[config.mk]
export PLATFORM = sky130hd
export DESIGN_NAME = ex_commit_flat
export DESIGN_NICKNAME = d
export VERILOG_FILES = /design/src/rtl/ex_commit_if.sv /design/src/rtl/ex_commit.sv /design/src/flat_wrapper.sv
export SDC_FILE = /design/constraint.sdc
export NUM_CORES = 1
export LEC_CHECK = 0
export ABC_CLOCK_PERIOD_IN_PS = 4300
export CAP_MARGIN = 20
export CORE_UTILIZATION = 45
export CTS_CLUSTER_DIAMETER = 100
export DETAILED_ROUTE_END_ITERATION = 16
export GPL_ROUTABILITY_DRIVEN = 0
export HOLD_SLACK_MARGIN = 0.02
export PLACE_DENSITY_LB_ADDON = 0.08
export REMOVE_ABC_BUFFERS = 1
export SLEW_MARGIN = 20
export SYNTH_ARGS = -nofsm -noshare
export SYNTH_HDL_FRONTEND = slang
export SYNTH_SLANG_ARGS = --single-unit
[constraint.sdc]
create_clock -name clk -period 4.3 [get_ports clk]
set_input_delay 0.86 -clock clk [delete_from_list [all_inputs] [get_ports clk]]
set_output_delay 0.86 -clock clk [all_outputs]
set_load 0.01 [all_outputs]
[src/rtl/ex_commit_if.sv]
// Handshake and writeback bundle between the ALU/long-latency producers, ex_commit and the register file.
interface ex_commit_if;
  localparam int unsigned RN_W   = 6;
  localparam int unsigned DATA_W = 64;

  logic              alu_valid;
  logic [RN_W-1:0]   alu_rn;
  logic [DATA_W-1:0] alu_data;
  logic              stall;
  logic              mul_valid;
  logic [RN_W-1:0]   mul_rn;
  logic [DATA_W-1:0] mul_data;
  logic              mul_ack;
  logic              rf_we;
  logic [RN_W-1:0]   rf_waddr;
  logic [DATA_W-1:0] rf_wdata;
  logic              sb_clr;
  logic [RN_W-1:0]   sb_clr_rn;

  modport master (
    output alu_valid, alu_rn, alu_data, mul_valid, mul_rn, mul_data,
    input  stall, mul_ack, rf_we, rf_waddr, rf_wdata, sb_clr, sb_clr_rn
  );

  modport slave (
    input  alu_valid, alu_rn, alu_data, mul_valid, mul_rn, mul_data,
    output stall, mul_ack, rf_we, rf_waddr, rf_wdata, sb_clr, sb_clr_rn
  );
endinterface

[src/rtl/ex_commit.sv]
// Writeback/commit stage: ALU result FIFO with bypass, ALU/mul write-port arbitration, stall and scoreboard release.
// Optional simulation checks are enabled with `define RAISIN64_COMMIT_CHECK_EN.
module ex_commit #(
  parameter int unsigned DEPTH = 4
) (
  input  logic        clk,
  input  logic        rst_n,
  ex_commit_if.slave  bus
);
  localparam int unsigned RN_W   = 6;
  localparam int unsigned DATA_W = 64;
  localparam int unsigned PTR_W  = $clog2(DEPTH);
  localparam int unsigned CNT_W  = PTR_W + 1;

  typedef struct packed {
    logic [RN_W-1:0]   rn;
    logic [DATA_W-1:0] data;
  } wb_t;

  wb_t               r_fifo [DEPTH];
  logic [PTR_W-1:0]  r_wr_ptr;
  logic [PTR_W-1:0]  r_rd_ptr;
  logic [CNT_W-1:0]  r_count;
  logic              r_rr;

  logic              r_rf_we;
  logic [RN_W-1:0]   r_rf_waddr;
  logic [DATA_W-1:0] r_rf_wdata;
  logic              r_sb_clr;
  logic [RN_W-1:0]   r_sb_clr_rn;

  logic              w_empty;
  logic              w_stall;
  logic              w_alu_cand;
  logic              w_contend;
  logic              w_grant_alu;
  logic              w_grant_mul;
  logic              w_pop;
  logic              w_push;
  wb_t               w_alu_wb;
  wb_t               w_wb;
  logic [CNT_W-1:0]  w_count_nxt;

  // Candidate selection and arbitration; the FIFO head always takes precedence over bypass.
  always_comb begin
    w_empty     = (r_count == '0);
    w_stall     = (r_count >= CNT_W'(DEPTH - 1));
    w_alu_cand  = !w_empty || bus.alu_valid;
    w_alu_wb.rn   = bus.alu_rn;
    w_alu_wb.data = bus.alu_data;
    if (!w_empty) begin
      w_alu_wb = r_fifo[r_rd_ptr];
    end
    w_contend   = w_alu_cand && bus.mul_valid;
    w_grant_alu = w_alu_cand && (!bus.mul_valid || w_stall || !r_rr);
    w_grant_mul = bus.mul_valid && !w_grant_alu;
    w_pop       = w_grant_alu && !w_empty;
    w_push      = bus.alu_valid && !(w_grant_alu && w_empty);
    w_wb.rn     = bus.mul_rn;
    w_wb.data   = bus.mul_data;
    if (w_grant_alu) begin
      w_wb = w_alu_wb;
    end
    w_count_nxt = r_count + CNT_W'(w_push) - CNT_W'(w_pop);
  end

  // Control state and registered writeback outputs.
  always_ff @(posedge clk or negedge rst_n) begin
    if (!rst_n) begin
      r_wr_ptr    <= '0;
      r_rd_ptr    <= '0;
      r_count     <= '0;
      r_rr        <= 1'b0;
      r_rf_we     <= 1'b0;
      r_rf_waddr  <= '0;
      r_rf_wdata  <= '0;
      r_sb_clr    <= 1'b0;
      r_sb_clr_rn <= '0;
    end else begin
      r_count <= w_count_nxt;
      if (w_push) begin
        r_wr_ptr <= r_wr_ptr + PTR_W'(1);
      end
      if (w_pop) begin
        r_rd_ptr <= r_rd_ptr + PTR_W'(1);
      end
      // rr points at the loser of a contended grant
      if (w_contend) begin
        r_rr <= w_grant_alu;
      end
      r_sb_clr <= w_grant_alu || w_grant_mul;
      r_rf_we  <= (w_grant_alu || w_grant_mul) && (w_wb.rn != '0);
      if (w_grant_alu || w_grant_mul) begin
        r_rf_waddr  <= w_wb.rn;
        r_rf_wdata  <= w_wb.data;
        r_sb_clr_rn <= w_wb.rn;
      end
    end
  end

  // FIFO storage needs no reset; occupancy qualifies every read.
  always_ff @(posedge clk) begin
    if (w_push) begin
      r_fifo[r_wr_ptr] <= '{rn: bus.alu_rn, data: bus.alu_data};
    end
  end

  assign bus.stall     = w_stall;
  assign bus.mul_ack   = w_grant_mul && rst_n;
  assign bus.rf_we     = r_rf_we;
  assign bus.rf_waddr  = r_rf_waddr;
  assign bus.rf_wdata  = r_rf_wdata;
  assign bus.sb_clr    = r_sb_clr;
  assign bus.sb_clr_rn = r_sb_clr_rn;

`ifdef RAISIN64_COMMIT_CHECK_EN
  logic              r_stall_d1;
  logic              r_stall_d2;
  logic              r_mul_pend;
  logic [RN_W-1:0]   r_mul_rn;
  logic [DATA_W-1:0] r_mul_data;

  // Protocol checks on the producers feeding this stage.
  always_ff @(posedge clk or negedge rst_n) begin
    if (!rst_n) begin
      r_stall_d1 <= 1'b0;
      r_stall_d2 <= 1'b0;
      r_mul_pend <= 1'b0;
      r_mul_rn   <= '0;
      r_mul_data <= '0;
    end else begin
      if (w_push && !w_pop && (r_count == CNT_W'(DEPTH))) begin
        $error("ex_commit: enqueue while FIFO full");
      end
      if (bus.alu_valid && r_stall_d1 && r_stall_d2) begin
        $error("ex_commit: alu_valid after two stalled cycles");
      end
      if (r_mul_pend && bus.mul_valid &&
          ((bus.mul_rn != r_mul_rn) || (bus.mul_data != r_mul_data))) begin
        $error("ex_commit: mul payload changed before ack");
      end
      r_stall_d1 <= w_stall;
      r_stall_d2 <= r_stall_d1;
      r_mul_pend <= bus.mul_valid && !w_grant_mul;
      r_mul_rn   <= bus.mul_rn;
      r_mul_data <= bus.mul_data;
    end
  end
`endif

endmodule

[src/flat_wrapper.sv]
// flat-port wrapper written by rule: the top's interface ports become plain ports
module ex_commit_flat 
#(
  parameter int unsigned DEPTH = 4
)
  (clk, rst_n, bus_alu_valid, bus_alu_rn, bus_alu_data, bus_mul_valid, bus_mul_rn, bus_mul_data, bus_stall, bus_mul_ack, bus_rf_we, bus_rf_waddr, bus_rf_wdata, bus_sb_clr, bus_sb_clr_rn);
  ex_commit_if bus_i ();
  input  logic clk;
  input  logic rst_n;
  input wire logic [$bits(bus_i.alu_valid)-1:0] bus_alu_valid;
  input wire logic [$bits(bus_i.alu_rn)-1:0] bus_alu_rn;
  input wire logic [$bits(bus_i.alu_data)-1:0] bus_alu_data;
  input wire logic [$bits(bus_i.mul_valid)-1:0] bus_mul_valid;
  input wire logic [$bits(bus_i.mul_rn)-1:0] bus_mul_rn;
  input wire logic [$bits(bus_i.mul_data)-1:0] bus_mul_data;
  output wire logic [$bits(bus_i.stall)-1:0] bus_stall;
  output wire logic [$bits(bus_i.mul_ack)-1:0] bus_mul_ack;
  output wire logic [$bits(bus_i.rf_we)-1:0] bus_rf_we;
  output wire logic [$bits(bus_i.rf_waddr)-1:0] bus_rf_waddr;
  output wire logic [$bits(bus_i.rf_wdata)-1:0] bus_rf_wdata;
  output wire logic [$bits(bus_i.sb_clr)-1:0] bus_sb_clr;
  output wire logic [$bits(bus_i.sb_clr_rn)-1:0] bus_sb_clr_rn;
  assign bus_i.alu_valid = bus_alu_valid;
  assign bus_i.alu_rn = bus_alu_rn;
  assign bus_i.alu_data = bus_alu_data;
  assign bus_i.mul_valid = bus_mul_valid;
  assign bus_i.mul_rn = bus_mul_rn;
  assign bus_i.mul_data = bus_mul_data;
  assign bus_stall = bus_i.stall;
  assign bus_mul_ack = bus_i.mul_ack;
  assign bus_rf_we = bus_i.rf_we;
  assign bus_rf_waddr = bus_i.rf_waddr;
  assign bus_rf_wdata = bus_i.rf_wdata;
  assign bus_sb_clr = bus_i.sb_clr;
  assign bus_sb_clr_rn = bus_i.sb_clr_rn;
  ex_commit #(.DEPTH(DEPTH)) u_core (.clk(clk), .rst_n(rst_n), .bus(bus_i));
endmodule
* After elaboration in Yosys (flattened, before gate mapping)
Memory sizes are Yosys's and may differ from the RTL's. Cells that the tools add are included. W data, S select, Z words.
Storage, ports and cells: output and inout bits 80, word-level logic and storage cells 37, register bits after elaboration 80, memories kept 1, input bits 144, bits in writable memories 280
Memories:
- u_core.r_fifo | words 4, bits a word 70, read ports 1, clocked after memory_dff 0, wr ports 1, RTL line ex_commit.sv:20 | wb_t r_fifo [DEPTH];
Operators by class: muxes and demuxes 4, order comparisons 1, add/sub/neg operators 4, reduce and logical (&&, ||, !) cells 19
Operator list (number):
- $mux W70 | 2
- $logic_and A1 B1 Y1 | 8
- $reduce_bool A6 Y1 | 1
- $logic_not A1 Y1 | 5
- $add A2 B1 Y2 const B | 2
- $logic_or A1 B1 Y1 | 4
- $add A3 B1 Y3 | 1
- $ge A3 B2 Y1 const B | 1
- $logic_not A3 Y1 | 1
- $sub A3 B1 Y3 | 1
- $mux W1 | 2

* Longest topological paths before layout
Gate-level depths: netlist of run 1.
depth in word-level cells 9, gate-level depth with buffers 12

* Worst setup path after synthesis of run 1
Ideal clock, no wire load.
kind reg-to-reg, start point reg u_core.r_count[1], end point mem u_core.r_fifo[0][0] in the netlist's numbering, enable pin, path slack 0.754 ns, required time 3.864 ns, cell stages (with the launch flop) 6, arrival 3.110 ns, setup time 0.436 ns, period minus slack after synthesis 3.546 ns, path through dfrtp_1 > ha_1 > o21ai_0 > nand4_1 > nand3_1 > and3_1
On the way: longest elaborated chain between the ends 9
Ends and longest elaborated chain:
- from (decl) | RTL line ex_commit.sv:23 | logic [CNT_W-1:0] r_count;
- from (signal assigned) | RTL line ex_commit.sv:80 | r_count <= w_count_nxt;
- $ge A3 B2 Y1 or $logic_not A3 Y1 (tied branches) | RTL line ex_commit.sv:47, ex_commit.sv:46
- $logic_or A1 B1 Y1 or $logic_not A1 Y1 (tied branches) | RTL line ex_commit.sv:55, ex_commit.sv:48
- $logic_or A1 B1 Y1 (on tied branches) | RTL line ex_commit.sv:55, ex_commit.sv:48
- $logic_and A1 B1 Y1 | RTL line ex_commit.sv:55 | w_grant_alu = w_alu_cand && (!bus.mul_valid || w_stall || !r_rr);
- $logic_and A1 B1 Y1 (*) | RTL line ex_commit.sv:58 | w_push = bus.alu_valid && !(w_grant_alu && w_empty);
- $logic_not A1 Y1 (*) | RTL line ex_commit.sv:58
- $logic_and A1 B1 Y1 (*) | RTL line ex_commit.sv:58
- $mux W1 (*) | RTL line ex_commit.sv:103 | if (w_push) begin
- $mux W1 (not written as such) (*) | RTL line ex_commit.sv:104 | r_fifo[r_wr_ptr] <= '{rn: bus.alu_rn, data: bus.alu_data};
- to (decl) | RTL line ex_commit.sv:20
Mark *: on every way between the ends. The rest lies on a longest branch, timed or not.

* Worst setup path in the final report of run 1
start point reg u_core.r_count[1], end point out bus_mul_ack
On the way: longest elaborated chain between the ends 7
Ends and longest elaborated chain:
- $ge A3 B2 Y1 or $logic_not A3 Y1 (tied branches) | RTL line ex_commit.sv:47, ex_commit.sv:46
- $logic_or A1 B1 Y1 or $logic_not A1 Y1 (tied branches) | RTL line ex_commit.sv:55, ex_commit.sv:48
- $logic_or A1 B1 Y1 (on tied branches) | RTL line ex_commit.sv:55, ex_commit.sv:48
- $logic_and A1 B1 Y1 (*) | RTL line ex_commit.sv:55
- $logic_not A1 Y1 (*) | RTL line ex_commit.sv:56 | w_grant_mul = bus.mul_valid && !w_grant_alu;
- $logic_and A1 B1 Y1 (*) | RTL line ex_commit.sv:56
- $logic_and A1 B1 Y1 (*) | RTL line ex_commit.sv:109 | assign bus.mul_ack = w_grant_mul && rst_n;
- to (decl) | RTL line flat_wrapper.sv:17 | output wire logic [$bits(bus_i.mul_ack)-1:0] bus_mul_ack;
Marks and branches as above.

==> results of run 1 <==
[kinds of logic (layout without fill, tap and decap cells)]
kind of cell,after synthesis,in the layout
AOI/OAI and AO/OA,82,82
muxes,76,76
and+or+nand+nor,215,215
xor gates and xnor gates,4,4
DFF,360,360
adders and majority gates,8,8
buffers and inverters,66,318
[power by group through the flow]
stage	sequential, W	clock, W	combinational, W
final	0.00522	0.00311	0.00419
after global routing	0.00532	0.00332	0.00455
after CTS	0.00523	0.00318	0.00427
after detailed placement	0.00530	0	0.00424
after global placement	0.00527	0	0.00421
after floorplan	0.00552	0	0.00220
[stage by stage]
step / utilization / TNS (ns) / instances
after floorplan: - / -0.652 / 752
after global placement: 0.549 / 0 / 1388
after detailed placement: 0.549 / 0 / 1388
after CTS: 0.588 / 0 / 1459
after global routing: 0.588 / 0 / 1459
final: 0.588 / 0 / 1459
[cells in the mapped netlist (all sizes together)]
| cell type | count | area, µm² |
|---|---|---|
| a222oi | 64 | 641 |
| fa | 1 | 20.0 |
| and4 | 1 | 8.76 |
| o22ai | 6 | 37.5 |
| nor4 | 1 | 6.26 |
| clkbuf | 34 | 128 |
| and3 | 5 | 31.3 |
| dfrtp | 80 | 2000 |
| nand4 | 1 | 6.26 |
| ha | 7 | 87.6 |
| a41oi | 1 | 8.76 |
| a21oi | 4 | 20.0 |
| mux4 | 70 | 1580 |
| or4b | 1 | 10.0 |
| xnor2 | 3 | 26.3 |
| edfxtp | 280 | 8410 |
| nand2b | 66 | 413 |
| mux2 | 6 | 67.6 |
| and2 | 1 | 6.26 |
| nand2 | 3 | 11.3 |
| a2bb2oi | 4 | 35.0 |
| nor2 | 132 | 495 |
| inv | 7 | 26.3 |
| nor3 | 1 | 5.00 |
| nand3 | 2 | 10.0 |
| o21ai | 2 | 10.0 |
| or4 | 1 | 7.51 |
| buf | 25 | 140 |
| xor2 | 1 | 8.76 |
| o31a | 1 | 8.76 |
[registers in the layout (all words and copies together), names as in the netlist]
signal / cells
u_core.r_fifo: 280
u_core.bus.rf_wdata: 64
u_core.bus.rf_waddr: 6
u_core.r_count: 3
u_core.r_rd_ptr: 2
u_core.r_wr_ptr: 2
u_core.bus.rf_we: 1
u_core.bus.sb_clr: 1
u_core.r_rr: 1
[critical path, stage by stage (launching register included)]
cell and delay (ns):
dfrtp_1 0.45, ha_1 0.23, o21ai_0 0.33, nand4_1 0.41, nand2_2 0.30, and3_1 0.18
clkdlybuf4s50_1 0.54
[layer usage]
metal | part of all wire | wire (µm) | global-route usage
met5 | 0 | 0 | 0
met4 | 0.013 | 428 | 0.0441
met3 | 0.062 | 2010 | 0.0338
met2 | 0.48 | 15700 | 0.335
met1 | 0.44 | 14300 | 0.287
[final timing paths]
check / start / to / slack, ns
max: u_core.r_count[1] / bus_mul_ack / 0.50
min: rst_n / u_core.bus.rf_wdata[31] / 0.46
max reg2reg: u_core.r_count[1] / u_core.r_fifo[0][13] / 1.22
min reg2reg: u_core.bus.rf_wdata[59] / u_core.bus.rf_wdata[59] / 0.49
max in group asynchronous: rst_n / u_core.r_rd_ptr[0] / 2.71
min in group clk: u_core.bus.rf_wdata[59] / u_core.bus.rf_wdata[59] / 0.49
[final cells by class]
cell class | instances | area (µm²) | share of cell area
sequential | 360 | 10400 | 0.573
tap | 396 | 495 | 0.0273
clock buffer | 56 | 1140 | 0.0629
clock inverter | 15 | 67.6 | 0.00372
inverter | 7 | 26.3 | 0.00145
multi-input combinational | 385 | 3600 | 0.198
timing repair buffer | 240 | 2410 | 0.133
==> run metrics, run 1 <==
clk sinks 360; area grow syn2layout 27.4%; Core Box Area 30900 µm²; switching power 0.00377 W; Comb pwr share 0.335; root buffer cell clkbuf_16; maximum buffer depth of the clock tree 3; die height 180 µm; drt total wl 32400 µm; I/O pin cnt 224; Yosys warnings 0; CTS Hold Buffers Added 0; Max FO, Critical Path 8; Tot Pwr 0.0125 W; Tmin final 3.80 ns; layout cells sized above 1 0.150; switching share of power 0.301; Rows 64; DR WL/cell 22.2 µm; main combinational cell family by area after synthesis multiplexers; gr ovfl total 0; adder-cell share of the synthesized area 0.00754; CP Launch Type register; Synth cell types 32; PostCTS Resize Cnt 0; Clock Power Share 0.248; vias in the first global route 8737; Seq/Total Area, Yosys 0.730; vias per std cell 5.70; commonest non-fill, non-tap cells in the layout edfxtp_1 (280), clkdlybuf4s50_1 (221), nor2_1 (130), dfrtp_1 (78), mux4_2 (70); worst slack, placed 0.842 ns; Setup Buffers After CTS 0; Setup violations, final 0; fmax 263 MHz; DR DRC count 0; filler cell count 2398; Reg clk slew, reported paths 0.06 ns; Hold/Removal Path Class primary input to asynchronous set/reset pin; Mapped Area 14300 µm²; Ant. Diodes 0; Post-DP Area 17000 µm²; htree depth 2; PwrDens 689 nW/µm²; initial antenna violation count 0; Port Buffer Count 223; run status completed; Clock Latency Late Sink 0.51 ns; Post-Synth Simple-Gate Area 0.0709; Die ar. 32400 µm²; Synth Area in XOR/XNOR 0.00246; Antenna Nets Post-Route 0; VDD IR-drop max 343 µV; max-slew violations 0; die width 180 µm; internal cell power 0.00874 W; critical setup path kind register to output port; final worst hold slack 0.463 ns; final hold vios 0; Worst Path Arrival 2.94 ns; GRT Overall Usage 0.203; CTS tree done; 1st-iter DRT viols 875; relative slew slack 0.420; compound-gate portion of the synthesized area 0.0533; Crit. End Element output port; Setup Skew 0.0144 ns; HPWL Detailed 18900 µm; RSZ-0062 raised after global routing false; sequential share of power 0.417; # Max-Cap Violations 0; crit share post-route 0.885; R2R cell count 6; Pre-antenna DRT Iters 10; Required @ worst endpoint 3.44 ns; pin count of the biggest net entering global routing 65; worst setup margin 0.497 ns; Avg Inst Size Synth 17.6 µm²; multiplexer share of the synthesized area 0.115; cells after synthesis 811; Initial Util 0.461; Final #Nets 1185; P_leak 6.38 nW; first-pass GRT wire length 51000 µm; Final Cell Area 18200 µm²; commonest non-fill, non-tap cell in the layout edfxtp_1; Num CTS Buffers 39; via count 8314; Synth Register Bits 360; Worst Max-Slew Pin Slew 0.870 ns
No activity file was read; power rests on OpenSTA's default activity.
==> inputs of run 2 (changes only) <==
Settings changed: CORE_UTILIZATION 45 to 54.
==> run 2 against run 1 <==
Effect of this change:
- cell count is 4.3% lower
- maximum frequency grew 2.1%
- highest routed layer is now met5
- first-iteration DRC count rose by 19%
- combinational power about the same
- worst setup slack better by 0.079 ns
- clock skew grew 0.0028 ns
- die area shrank 16%
- wire length about the same
- core utilization is 11 points higher
- critical endpoint unchanged
- sequential power increased by 0.8%
==> run metrics, run 2 (synthesized netlist as in run 1, its figures left out) <==
run status completed; Clock Latency Late Sink 0.51 ns (about the same); met2 wire length 16100 µm (+2.7%); die height 165 µm (-8.6%); Final Cell Area 18100 µm² (-0.32%); htree depth 2 (unchanged); PwrDens 698 nW/µm² (+1.3%); Tot Pwr 0.0126 W (+0.99%); Rows 59 (-7.8%); root buffer cell clkbuf_16; Post-Route M1 WL 13100 µm (-8.1%); # Max-Cap Violations 0 (unchanged); Worst Path Arrival 2.86 ns (-0.08 ns); Die ar. 27100 µm² (-16%); HPWL Detailed 18400 µm (-2.7%); commonest non-fill, non-tap cell in the layout edfxtp_1; Largest register FFs 280 (unchanged); Buf+Inv Stages, Crit Path 2 (+1); final worst hold slack 0.441 ns (-0.0218 ns); vias in the first global route 8697 (-0.46%); commonest non-fill, non-tap cells in the layout edfxtp_1 (280), clkdlybuf4s50_1 (221), nor2_1 (130), dfrtp_1 (78), mux4_2 (70); Antenna Nets Post-Route 0 (unchanged); met3 WL 2580 µm (+28%); max-slew violations 0 (unchanged); Worst Max-Slew Pin Slew 0.922 ns (+0.0514 ns); I/O pin cnt 224 (unchanged); CTS Hold Buffers Added 0 (unchanged); 1st-iter DRT viols 1044 (+19%); layout cells sized above 1 0.150 (+0.000282); via count 8476 (+1.9%); gr ovfl total 0 (unchanged); Core Box Area 26000 µm² (-16%); clk sinks 360 (unchanged); PostCTS Resize Cnt 0 (unchanged); final hold vios 0 (unchanged); R2R Setup Slk 1.24 ns (+0.02 ns); pin count of the biggest net entering global routing 71 (+9.2%); Reg clk slew, reported paths 0.06 ns (about the same); VDD IR-drop max 438 µV (+28%); Num CTS Buffers 37 (-5.1%); critical setup path kind register to output port; final setup TNS 0 ns (unchanged); Required @ worst endpoint 3.44 ns (about the same); slowest cell delay on critical path 0.53 ns (about the same); Setup Buffers After CTS 0 (unchanged); vias per std cell 6.07 (+6.5%); placed cells 1329 (-4.3%); Tmin final 3.72 ns (-0.0788 ns); GRT Overall Usage 0.247 (+0.0437); DR WL/cell 23.2 µm (+4.5%); Initial Util 0.549 (+0.0875); Setup violations, final 0 (unchanged); Setup Skew 0.0172 ns (+0.00277 ns); most flop-heavy register u_core.r_fifo; Highest Signal Layer met5; P_leak 6.39 nW (+0.15%); CTS tree done; final cell count without fillers 1396 (-4.3%); Final #Nets 1185 (unchanged); initial antenna violation count 1 (+1); maximum buffer depth of the clock tree 3 (unchanged); Pre-antenna DRT Iters 7 (-3); Crit path max-delay family simple AND/OR/NAND/NOR gates; area grow syn2layout 27.0%; Ant. Diodes 0 (unchanged); CP Launch Type register; first-pass GRT wire length 49400 µm (-3.1%); crit share post-route 0.866 (-0.0183); Hold/Removal Path Class primary input to asynchronous set/reset pin; die width 165 µm (-8.6%); RSZ-0062 raised after global routing false; relative slew slack 0.385 (-0.0343); CP max-delay cell clkdlybuf4s50_1; Max FO, Critical Path 8 (unchanged); drt total wl 32400 µm (about the same); Crit. End Element output port; Port Buffer Count 223 (unchanged); fmax 268 MHz (+2.1%); DR DRC count 0 (unchanged); Post-DP Area 16900 µm² (-0.44%); crit-path cells inv_1 > ha_1 > o21ai_0 > nand4_1 > nand2_2 > and3_1 > clkdlybuf4s50_1
==> run 2: changes by cell type in the layout (fill, tap and decap cells not counted), sizes merged <==
cell	delta
bufinv	+5
clkbuf	-10
clkinv	-2
buf	+2
inv	+3
==> run 2: worst paths after layout <==
check	start	endpoint	cells past startpoint
max	u_core.r_count[2]	bus_mul_ack	7
min	rst_n	u_core.bus.rf_wdata[28]	2
max reg2reg	u_core.r_count[2]	u_core.r_fifo[2][15]	7
min reg2reg	u_core.bus.rf_wdata[52]	u_core.bus.rf_wdata[52]	2
max in group asynchronous	rst_n	u_core.r_rd_ptr[0]	3
min in group clk	u_core.bus.rf_wdata[52]	u_core.bus.rf_wdata[52]	2
==> run 2: per-layer routing <==
metal	vias to the layer above	global-route usage
met3	51	0.0417
li1	3678	-
met5	-	0
met1	4368	0.338
met4	2	0.0680
met2	377	0.414
==> run 2: worst register-to-register path: stages, from the launching register on <==
cell and delay, ns:
dfrtp_1 0.38, inv_1 0.10, ha_1 0.19, o21ai_0 0.31, nand4_1 0.40, nand3_1 0.34
and3_4 0.72, buf_4 0.33
==> run 2: stage by stage <==
stage / setup slack (ns) / utilization
floorplan: -0.250 / -
global placement: 0.900 / 0.650
detailed placement: 0.895 / 0.650
CTS: 0.575 / 0.697
global route: 0.423 / 0.697
finish: 0.575 / 0.697
==> run 2: area by class of cell <==
class / count / area [µm²]
sequential: 360 / 10400
multi-input combinational: 385 / 3600
fill: 1749 / 7880
tap: 335 / 419
inverter: 7 / 26.3
timing repair buffer: 242 / 2420
clock buffer: 46 / 990
clock inverter: 21 / 235
==> run 2: where the power goes <==
group          leakage (nW)  switching, W  total (W)  internal (W)
clock                 0.596       0.00129    0.00323       0.00194
sequential             3.50      0.000505    0.00526       0.00475
combinational          2.29       0.00201    0.00416       0.00215
total                  6.39       0.00380     0.0126       0.00884
==> RTL change: new RTL, flow settings as in run 1 <==
`DEPTH` is set to 4 in 2 places; all go to 8.
--- a/src/rtl/ex_commit.sv
+++ b/src/rtl/ex_commit.sv
@@ -2,5 +2,5 @@
 // Optional simulation checks are enabled with `define RAISIN64_COMMIT_CHECK_EN.
 module ex_commit #(
-  parameter int unsigned DEPTH = 4
+  parameter int unsigned DEPTH = 8
 ) (
   input  logic        clk,
--- a/src/flat_wrapper.sv
+++ b/src/flat_wrapper.sv
@@ -2,5 +2,5 @@
 module ex_commit_flat 
 #(
-  parameter int unsigned DEPTH = 4
+  parameter int unsigned DEPTH = 8
 )
   (clk, rst_n, bus_alu_valid, bus_alu_rn, bus_alu_data, bus_mul_valid, bus_mul_rn, bus_mul_data, bus_stall, bus_mul_ack, bus_rf_we, bus_rf_waddr, bus_rf_wdata, bus_sb_clr, bus_sb_clr_rn);
Behaviour: no difference found for any inputs over 4 cycles, from zero or initial values and one cycle with rst_n low; that may be too few to reach the edited logic, so the function may still have changed.
==> RTL change against run 1 <==
Sequential cell count grew 283. Synthesized area is 78% higher. Clock skew rose by 0.00080 ns. Routed wire length rose by 79%. Synthesized cell count rose by 59%. Critical path depth decreased by 1. Maximum frequency shrank 0.28%. Global-route usage rose by 0.28 points. Total power rose by 67%. Setup slack got worse by 0.011 ns. Register-to-register slack worse by 0.10 ns. Final area increased by 70%. Critical path type is now primary input to output port. Largest cell class unchanged.
==> RTL change: results (changes against run 1) <==
Worst setup path
  – Worst path max stage delay: 0.65 ns (was 0.54 ns)
  – Crit-path max FO: 7 (was 8)
  – Cell family with most CP delay: buffers and inverters (was simple AND/OR/NAND/NOR gates)
  – Worst EP arrival: 2.95 ns (was 2.94 ns)
  – Critical path's slowest cell: or4b_1 (was clkdlybuf4s50_1)

Power and ir drop
  – Leak pwr: 10.3 nW (was 6.38 nW)
  – Combinational power share: 31.9% (was 33.5%)
  – Power per cell area: 679 nW/µm² (was 689 nW/µm²)
  – Total net switching power: 6.14 mW (was 3.77 mW)
  – Register share of total power: 41.5% (was 41.7%)

Finish
  – Fraction of area in registers: 61.3% (was 57.3%)
  – Clock buf count: 103 (was 56)
  – Largest register FFs: 560 (was 280)
  – Non-Clock Inverter Count: 9 (was 7)
  – Flip-flop and latch count: 643 (was 360)
  – Antenna fix cells: 1 (was 0)
  – Multi-input combinational area share: 19.8% (about the same)
  – Fraction of layout cells with a size suffix above 1: 22.4% (was 15.0%)
  – Nets: 1696 (was 1185)
  – Non-clock buffer share: 8.90% (was 13.3%)
  – Clock-cell share of area: 6.90% (was 6.66%)
  – Plain + repair buffers: 264 (was 240)

Place
  – Worst slack, placed: 0.463 ns (was 0.842 ns)
  – Area post-placement: 28700 µm² (was 17000 µm²)
  – Post-DP HPWL: 32900 µm (was 18900 µm)

Yosys
  – Ranking of synthesized cells by area: edfxtp_1 (66%), mux4_2 (12%), dfrtp_1 (8.2%), mux2_2 (2.9%), a222oi_1 (2.5%) (was edfxtp_1 (59%), dfrtp_1 (14%), mux4_2 (11%), a222oi_1 (4.5%), nor2_1 (3.5%))
  – Most frequent cells after synthesis: edfxtp_1 (560), nor2_1 (149), mux4_2 (140) (was edfxtp_1 (280), nor2_1 (132), dfrtp_1 (80))
  – Xor-xnor portion of the synthesized cell area: 0.207% (was 0.246%)
  – Seq/Total Area, Yosys: 74.3% (was 73.0%)
  – Distinct cell type count after synthesis: 41 (was 32)
  – Compound-Gate Fraction of Synth Area: 3.18% (was 5.33%)
  – Asr flop ratio synth: 12.9% (was 22.2%)
  – Post-synthesis instance total: 1292 (was 811)

Global routing
  – First-pass GRT wire length: 85900 µm (was 51000 µm)
  – Vias in the first global route: 13800 (was 8737)
  – GR Util met3: 2.95% (was 3.38%)
  – Met1 Resource Use GR: 27.9% (was 28.7%)
  – Global routing met2 resource utilization: 34.5% (was 33.5%)
  – Largest net degree at the start of global routing: 75 (was 65)
  – Initial antenna violation count: 2 (was 0)

Drt
  – Wire per inst: 24.8 µm (was 22.2 µm)
  – Max Used Layer: met5 (was met4)
  – Met3 wire length: 2870 µm (was 2010 µm)
  – DRT iter0 DRCs: 1293 (was 875)
  – Final wirelength: 58100 µm (was 32400 µm)

Timing
  – Clock skew: 0.0152 ns (was 0.0144 ns)
  – Rel. slew slack: 30.2% (was 42.0%)

Status
  – Status: completed (unchanged)

Clock network
  – TritonCTS Buffers: 69 (was 39)
  – Max H-tree Level: 3 (was 2)
RTL change: cell types whose count changed after synthesis, moves of 7 or more:
cell,run 1,this run
nor2_1,132,149
edfxtp_1,280,560
mux4_2,70,140
clkbuf_1,34,49
mux2_2,6,65
nand2_1,3,10
buf_6,0,15
RTL change: final timing paths:
path,end,startpoint,slack (ns),cells after the start
max,bus_mul_ack,bus_alu_valid,0.49,5
max reg2reg,u_core.r_count[2],u_core.r_count[3],1.12,10
min,u_core.bus.rf_wdata[29],rst_n,0.37,2
max in group asynchronous,u_core.r_rd_ptr[2],rst_n,2.66,3
min reg2reg,u_core.bus.rf_wdata[47],u_core.bus.rf_wdata[47],0.50,2
min in group clk,u_core.bus.rf_wdata[47],u_core.bus.rf_wdata[47],0.50,2
RTL change: worst reg2reg max path, stage by stage (launching register included):
cell     delay, ns
dfrtp_1       0.38
inv_1         0.11
ha_1          0.17
nor3b_1       0.57
a21o_1        0.39
inv_2         0.26
ha_1          0.36
inv_1         0.05
ha_1          0.21
fa_1          0.41
xor2_1        0.16
